$ cat src/rtl/dm_access_arbiter_if.sv
// -----------------------------------------------------------------------------
// dm_access_arbiter_if
// Request/acknowledge port used by each master of the data-memory arbiter
// (the CPU MEM stage and the external loader/debug/DMA port).
//   req    : request, held with its fields until ack
//   we     : 1 = write, 0 = read
//   be     : byte enables for writes (bit i -> bits [8i+7:8i])
//   addr   : byte address, bits [1:0] ignored
//   wdata  : write data, byte lanes already aligned
//   rdata  : read data, holds the last read value of this port
//   ack    : one-cycle completion pulse
// modport master : the requesting side
// modport slave  : the arbiter side
// -----------------------------------------------------------------------------
interface dm_access_arbiter_if;
  logic        req;
  logic        we;
  logic [3:0]  be;
  logic [31:0] addr;
  logic [31:0] wdata;
  logic [31:0] rdata;
  logic        ack;

  modport master (
    output req, we, be, addr, wdata,
    input  rdata, ack
  );

  modport slave (
    input  req, we, be, addr, wdata,
    output rdata, ack
  );
endinterface

$ cat src/rtl/dm_access_arbiter.sv
// -----------------------------------------------------------------------------
// dm_access_arbiter
// Shares the single port of the 4096-word data memory between the CPU MEM
// stage and an external master. Round-robin arbitration between the two
// request ports; byte-enabled writes are turned into a read-modify-write
// because the DM only accepts full-word writes.
//
// Ports
//   clk       : system clock, rising edge
//   reset     : asynchronous, active-low reset
//   cpu       : CPU request port (slave side of dm_access_arbiter_if)
//   ext       : external request port (slave side of dm_access_arbiter_if)
//   cpu_stall : cpu.req & ~cpu.ack, combinational, for the hazard unit
//   dm_we     : DM write enable
//   dm_addr   : word-aligned DM address
//   dm_wdata  : DM write data
//   dm_rdata  : DM combinational read data for dm_addr
//
// Command flow: IDLE (arbitrate + latch) -> ACCESS (read / full write /
// fetch old word for merge) -> [WRITE (merged word)] -> RESP (ack) -> IDLE.
// -----------------------------------------------------------------------------
module dm_access_arbiter #(
  parameter int ADDR_W = 14
) (
  input  logic                 clk,
  input  logic                 reset,
  dm_access_arbiter_if.slave   cpu,
  dm_access_arbiter_if.slave   ext,
  output logic                 cpu_stall,
  output logic                 dm_we,
  output logic [31:0]          dm_addr,
  output logic [31:0]          dm_wdata,
  input  logic [31:0]          dm_rdata
);

  typedef enum logic [1:0] {
    IDLE   = 2'd0,
    ACCESS = 2'd1,
    WRITE  = 2'd2,
    RESP   = 2'd3
  } state_t;

  localparam logic PORT_CPU = 1'b0;
  localparam logic PORT_EXT = 1'b1;

  state_t      state_reg, state_next;

  // Priority pointer: port that wins when both request in the same cycle.
  logic        ptr_reg;

  // Latched command of the transaction in flight.
  logic        id_reg;
  logic        we_reg;
  logic [3:0]  be_reg;
  logic [31:2] addr_reg;
  logic [31:0] wdata_reg;
  logic [31:0] merge_reg;

  // Per-port read data, held until that port's next read completes.
  logic [31:0] cpu_rdata_reg;
  logic [31:0] ext_rdata_reg;

  logic        any_req;
  logic        win_next;
  logic        sel_we;
  logic [3:0]  sel_be;
  logic [31:2] sel_addr;
  logic [31:0] sel_wdata;

  logic        be_full;
  logic        be_partial;
  logic [31:0] word_addr;
  logic [31:0] merged_word;
  logic        cpu_ack_int;
  logic        ext_ack_int;

  // Byte offset bits of the request addresses never reach the DM.
  logic        unused_addr_bits;
  assign unused_addr_bits = ^{cpu.addr[1:0], ext.addr[1:0]};

  // ---------------------------------------------------------------------------
  // Arbitration and request selection
  // ---------------------------------------------------------------------------
  assign any_req = cpu.req | ext.req;

  // With both requesting the pointer decides; otherwise the lone requester
  // wins (ext.req alone selects EXT, cpu.req alone leaves it at CPU).
  assign win_next = (cpu.req & ext.req) ? ptr_reg : ext.req;

  assign sel_we    = win_next ? ext.we          : cpu.we;
  assign sel_be    = win_next ? ext.be          : cpu.be;
  assign sel_addr  = win_next ? ext.addr[31:2]  : cpu.addr[31:2];
  assign sel_wdata = win_next ? ext.wdata       : cpu.wdata;

  // ---------------------------------------------------------------------------
  // Command decode
  // ---------------------------------------------------------------------------
  assign be_full    = &be_reg;
  assign be_partial = (|be_reg) & ~be_full;

  // addr[ADDR_W-1:2] is the DM word index; the bits above it are passed
  // through unchanged so the full word-aligned address stays visible.
  assign word_addr = {addr_reg[31:ADDR_W], addr_reg[ADDR_W-1:2], 2'b00};

  // Read-modify-write merge: enabled lanes from the new data, the rest from
  // the word currently stored in the DM.
  genvar gi;
  generate
    for (gi = 0; gi < 4; gi++) begin : g_merge
      assign merged_word[8*gi +: 8] = be_reg[gi] ? wdata_reg[8*gi +: 8]
                                                 : dm_rdata[8*gi +: 8];
    end
  endgenerate

  // ---------------------------------------------------------------------------
  // FSM: state register
  // ---------------------------------------------------------------------------
  always_ff @(posedge clk or negedge reset) begin
    if (!reset) begin
      state_reg <= IDLE;
    end else begin
      state_reg <= state_next;
    end
  end

  // ---------------------------------------------------------------------------
  // FSM: next-state logic
  // ---------------------------------------------------------------------------
  always_comb begin
    state_next = state_reg;
    case (state_reg)
      IDLE: begin
        if (any_req) begin
          state_next = ACCESS;
        end
      end
      ACCESS: begin
        // Only a partial write needs the extra cycle to store the merge.
        if (we_reg && be_partial) begin
          state_next = WRITE;
        end else begin
          state_next = RESP;
        end
      end
      WRITE: begin
        state_next = RESP;
      end
      RESP: begin
        state_next = IDLE;
      end
      default: begin
        state_next = IDLE;
      end
    endcase
  end

  // ---------------------------------------------------------------------------
  // FSM: outputs
  // ---------------------------------------------------------------------------
  always_comb begin
    dm_we       = 1'b0;
    dm_addr     = 32'h0;
    dm_wdata    = 32'h0;
    cpu_ack_int = 1'b0;
    ext_ack_int = 1'b0;
    case (state_reg)
      ACCESS: begin
        dm_addr = word_addr;
        if (we_reg && be_full) begin
          dm_we    = 1'b1;
          dm_wdata = wdata_reg;
        end
      end
      WRITE: begin
        dm_we    = 1'b1;
        dm_addr  = word_addr;
        dm_wdata = merge_reg;
      end
      RESP: begin
        cpu_ack_int = (id_reg == PORT_CPU);
        ext_ack_int = (id_reg == PORT_EXT);
      end
      default: begin
      end
    endcase
  end

  // ---------------------------------------------------------------------------
  // Datapath registers
  // ---------------------------------------------------------------------------
  always_ff @(posedge clk or negedge reset) begin
    if (!reset) begin
      ptr_reg       <= PORT_CPU;
      id_reg        <= PORT_CPU;
      we_reg        <= 1'b0;
      be_reg        <= 4'h0;
      addr_reg      <= '0;
      wdata_reg     <= 32'h0;
      merge_reg     <= 32'h0;
      cpu_rdata_reg <= 32'h0;
      ext_rdata_reg <= 32'h0;
    end else begin
      case (state_reg)
        IDLE: begin
          if (any_req) begin
            id_reg    <= win_next;
            we_reg    <= sel_we;
            be_reg    <= sel_be;
            addr_reg  <= sel_addr;
            wdata_reg <= sel_wdata;
          end
        end
        ACCESS: begin
          if (!we_reg) begin
            if (id_reg == PORT_EXT) begin
              ext_rdata_reg <= dm_rdata;
            end else begin
              cpu_rdata_reg <= dm_rdata;
            end
          end else if (be_partial) begin
            merge_reg <= merged_word;
          end
        end
        RESP: begin
          // The port just served yields priority to the other one.
          ptr_reg <= ~id_reg;
        end
        default: begin
        end
      endcase
    end
  end

  // ---------------------------------------------------------------------------
  // Port outputs
  // ---------------------------------------------------------------------------
  assign cpu.ack   = cpu_ack_int;
  assign ext.ack   = ext_ack_int;
  assign cpu.rdata = cpu_rdata_reg;
  assign ext.rdata = ext_rdata_reg;
  assign cpu_stall = cpu.req & ~cpu_ack_int;

endmodule
$ cat src/flat_wrapper.sv
// flat-port wrapper written by rule: the top's interface ports become plain ports
module dm_access_arbiter_flat 
#(
  parameter int ADDR_W = 14
)
  (clk, reset, cpu_stall, dm_we, dm_addr, dm_wdata, dm_rdata, cpu_req, cpu_we, cpu_be, cpu_addr, cpu_wdata, cpu_rdata, cpu_ack, ext_req, ext_we, ext_be, ext_addr, ext_wdata, ext_rdata, ext_ack);
  dm_access_arbiter_if cpu_i ();
  dm_access_arbiter_if ext_i ();
  input  logic clk;
  input  logic reset;
  output logic cpu_stall;
  output logic dm_we;
  output logic [31:0] dm_addr;
  output logic [31:0] dm_wdata;
  input  logic [31:0] dm_rdata;
  input wire logic [$bits(cpu_i.req)-1:0] cpu_req;
  input wire logic [$bits(cpu_i.we)-1:0] cpu_we;
  input wire logic [$bits(cpu_i.be)-1:0] cpu_be;
  input wire logic [$bits(cpu_i.addr)-1:0] cpu_addr;
  input wire logic [$bits(cpu_i.wdata)-1:0] cpu_wdata;
  output wire logic [$bits(cpu_i.rdata)-1:0] cpu_rdata;
  output wire logic [$bits(cpu_i.ack)-1:0] cpu_ack;
  input wire logic [$bits(ext_i.req)-1:0] ext_req;
  input wire logic [$bits(ext_i.we)-1:0] ext_we;
  input wire logic [$bits(ext_i.be)-1:0] ext_be;
  input wire logic [$bits(ext_i.addr)-1:0] ext_addr;
  input wire logic [$bits(ext_i.wdata)-1:0] ext_wdata;
  output wire logic [$bits(ext_i.rdata)-1:0] ext_rdata;
  output wire logic [$bits(ext_i.ack)-1:0] ext_ack;
  assign cpu_i.req = cpu_req;
  assign cpu_i.we = cpu_we;
  assign cpu_i.be = cpu_be;
  assign cpu_i.addr = cpu_addr;
  assign cpu_i.wdata = cpu_wdata;
  assign cpu_rdata = cpu_i.rdata;
  assign cpu_ack = cpu_i.ack;
  assign ext_i.req = ext_req;
  assign ext_i.we = ext_we;
  assign ext_i.be = ext_be;
  assign ext_i.addr = ext_addr;
  assign ext_i.wdata = ext_wdata;
  assign ext_rdata = ext_i.rdata;
  assign ext_ack = ext_i.ack;
  dm_access_arbiter #(.ADDR_W(ADDR_W)) u_core (.clk(clk), .reset(reset), .cpu(cpu_i), .ext(ext_i), .cpu_stall(cpu_stall), .dm_we(dm_we), .dm_addr(dm_addr), .dm_wdata(dm_wdata), .dm_rdata(dm_rdata));
endmodule
$ cat config.mk
export PLATFORM = sky130hd
export DESIGN_NAME = dm_access_arbiter_flat
export DESIGN_NICKNAME = d
export VERILOG_FILES = /design/src/rtl/dm_access_arbiter_if.sv /design/src/rtl/dm_access_arbiter.sv /design/src/flat_wrapper.sv
export SDC_FILE = /design/constraint.sdc
export NUM_CORES = 1
export LEC_CHECK = 0
export ABC_AREA = 1
export CAP_MARGIN = 20
export CORE_MARGIN = 2
export CORE_UTILIZATION = 40
export DETAILED_ROUTE_END_ITERATION = 10
export PLACE_DENSITY_LB_ADDON = 0.15
export SYNTH_ARGS = -nofsm -noshare
export SYNTH_HDL_FRONTEND = slang
export SYNTH_SLANG_ARGS = --single-unit
$ cat constraint.sdc
create_clock -name clk -period 1.4 [get_ports clk]
set_input_delay 0.14 -clock clk [delete_from_list [all_inputs] [get_ports clk]]
set_output_delay 0.14 -clock clk [all_outputs]
set_load 0.005 [all_outputs]
==> flow_summary_export.csv <==
group,metric,value,unit
critical_path,start_kind,"flop",
cells_and_area,layout.cells.non_filler,1752,
synthesis,synthCells,1036,
placed_design,place_ws,-0.5187,ns
synthesis,yosysTopAreaCell,"dfrtp_1",
outcome,status,"complete, but fails checks",
clock_network,htreeDepth,4,
timing,hold_viol,0,
timing,fmax,490.6,MHz
drt,drt_iter0_drc,680,
synthesis,synth.yosys.seq_area_share,0.5260,
drt,drc,0,
synthesis,yosysWarnings,0,
pwr,power_leakage,7.669,nW
critical_path,path_max_fanout,5,
cells_and_area,final_cell_mix,"nand2_1, clkdlybuf4s50_1, dfrtp_1",
cells_and_area,area_delta_synth_final,93.95,%
placed_design,dp.cells,1606,
timing,skew,0.01579,ns
drt,dr.pass1.iters,6,
timing,fin_crit,2.038,ns
global_route,grt_max_degree,54,
placed_design,portBuffers,299,
clock_network,numClockSinks,167,
pwr,total_power,0.03762,W
global_route,antenna_found_initial,1,
clock_network,clock-root-buffer,"clkbuf_16",
synthesis,ys_seq_elements,167,
global_route,grt_overflow,0,
synthesis,syn_area,0.007945,mm^2
drt,postRouteAntennaNets,0,
timing,rsz0062_at_grt,"true",
synthesis,avgSynthCellArea,7.669,um^2
critical_path,r2r-end,"u_core.ext.rdata[7]",
floorplanning,ios,306,
synthesis,ys_types,18,
timing,drv_slew,0,
global_route,grt_first_pass_wirelength,48670,um
synthesis,synth_largest_type_area_fraction,0.5260,
clock_network,cts_buffer_depth,2,
critical_path,worstPathRequired,1.26,ns
placed_design,place_hpwl,20030,um
placed_design,gp_congestion,0.8857,
critical_path,reg2regPathDepth,12,
global_route,grt_pass1_vias,8788,
floorplanning,std_cell_rows,51,
critical_path,r2r_start,"u_core.state_reg[0]",
floorplanning,die_x,144.9,um
clock_network,clkTransAtPathRegs,0.07,ns
pwr,cellPowerDensity,2441,mW/mm^2
synthesis,synthTopCellsByArea,"dfrtp_1, nand2_1, a21oi_1, o21ai_0, nor2_1",
clock_network,cts_tree,"built",
critical_path,end_kind,"output port",
timing,period_share,1.456,
timing,layout_setup_ws,-0.6381,ns
outcome,violations,"negative setup slack",
cells_and_area,final_common_cell,"nand2_1",
drt,drt_wl_total,36070,um
timing,final-setup-viol-count,231,
job,maxCapViolations,0,
global_route,grtUsageTotal,0.2949,
clock_network,clk_latency,0.44,ns
cells_and_area,drive_gt1_frac,0.3634,
critical_path,r2r_slack,-0.39,ns
floorplanning,die_y,144.9,um
cells_and_area,fin_nets,1652,
timing,setup_tns,-72.53,ns
floorplanning,core,0.01946,mm^2
floorplanning,die-area,0.02101,mm^2
pwr,vdd_ir_drop_max,1.618,mV
critical_path,critPathKind,"reg -> out",
floorplanning,start_util,0.4082,
hold_path,hp-class,"in -> async",
timing,holdWs,0.1406,ns
drt,wl_per_cell,20.59,um
clock_network,cts_made_buffers,17,
drt,vias,9280,
drt,via_per_inst,5.297,
critical_path,cp.arrival,1.90,ns
final cells by class:
type	count	area, um^2
Antenna cell	1	2.502
Clock buffer	17	425.4
Clock inverter	14	160.2
Fill cell	1255	4053
Inverter	77	306.5
Multi-Input combinational cell	722	4289
Sequential cell	167	4179
Tap cell	265	331.6
Timing Repair Buffer	488	5709
Timing Repair inverter	1	6.256
report_power, final:
group / total, W / switching (W) / leakage, nW / internal [W]
registers: 0.00940 / 0.00210 / 1.96 / 0.00730
clock network: 0.00471 / 0.00232 / 0.286 / 0.00239
logic: 0.0235 / 0.0111 / 5.42 / 0.0124
total: 0.0376 / 0.0155 / 7.67 / 0.0221
critical path: stages (launching register included):
cell,delay (ns)
dfrtp_1,0.37
inv_2,0.08
buf_12,0.13
ha_4,0.29
buf_12,0.14
inv_8,0.05
clkbuf_16,0.16
a21oi_4,0.11
buf_2,0.13
metal layers:
| metal | share of wire | vias to the layer above | wire length (um) | GRT usage |
|---|---|---|---|---|
| li1 | - | 4204 | - | - |
| met1 | 0.38 | 4511 | 13720 | 0.3615 |
| met2 | 0.51 | 457 | 18250 | 0.5076 |
| met3 | 0.071 | 108 | 2557 | 0.07044 |
| met4 | 0.043 | 0 | 1549 | 0.1059 |
| met5 | 0 | - | 0 | 0 |
cell usage after synthesis, drive strengths merged:
| master | count |
|---|---|
| ha | 4 |
| nor2 | 77 |
| o21ai | 100 |
| dfrtp | 167 |
| conb | 1 |
| a21oi | 169 |
| clkbuf | 40 |
| buf | 32 |
| nand2 | 335 |
| inv | 77 |
| nand4 | 1 |
| nand3 | 33 |
worst max-delay path by stage:
stage	startpoint	endpoint	slack (ns)
after detailed placement	u_core.state_reg[0]	dm_wdata[16]	-0.52
after global routing	u_core.state_reg[0]	dm_wdata[24]	-0.67
after floorplan	u_core.state_reg[0]	dm_wdata[0]	-0.01
after global placement	u_core.state_reg[0]	dm_wdata[10]	-0.46
final	u_core.state_reg[1]	dm_wdata[2]	-0.64
after CTS	u_core.state_reg[0]	dm_wdata[17]	-0.64
timing repair:
item | 4_1_cts | 5_1_grt
hold buffers | 1 | 0
endpoints found under the hold margin | 167 | 0
pin swaps | 40 | 30
setup buffers | 38 | 36
endpoints found under the setup margin | 293 | 295
cloned | 23 | 22
gates resized for setup | 479 | 293
cells by family (layout without fill, tap and decap cells):
logic type,count (synthesis),after routing,share of synthesized area
fa+ha+maj,4,4,0.006299
simple gates,446,447,0.2165
buf+inv,149,597,0.07937
other cells,1,3,0.0004720
flops,167,167,0.5260
compound gates,269,269,0.1713
metrics by stage:
stage | area (um^2) | utilization
floorplan | 7985 | -
global placement | 11850 | 0.6091
detailed placement | 11850 | 0.6091
CTS | 13700 | 0.7041
global route | 15410 | 0.7918
finish | 15410 | 0.7918
Note: power is estimated with default switching activity, not from simulation.
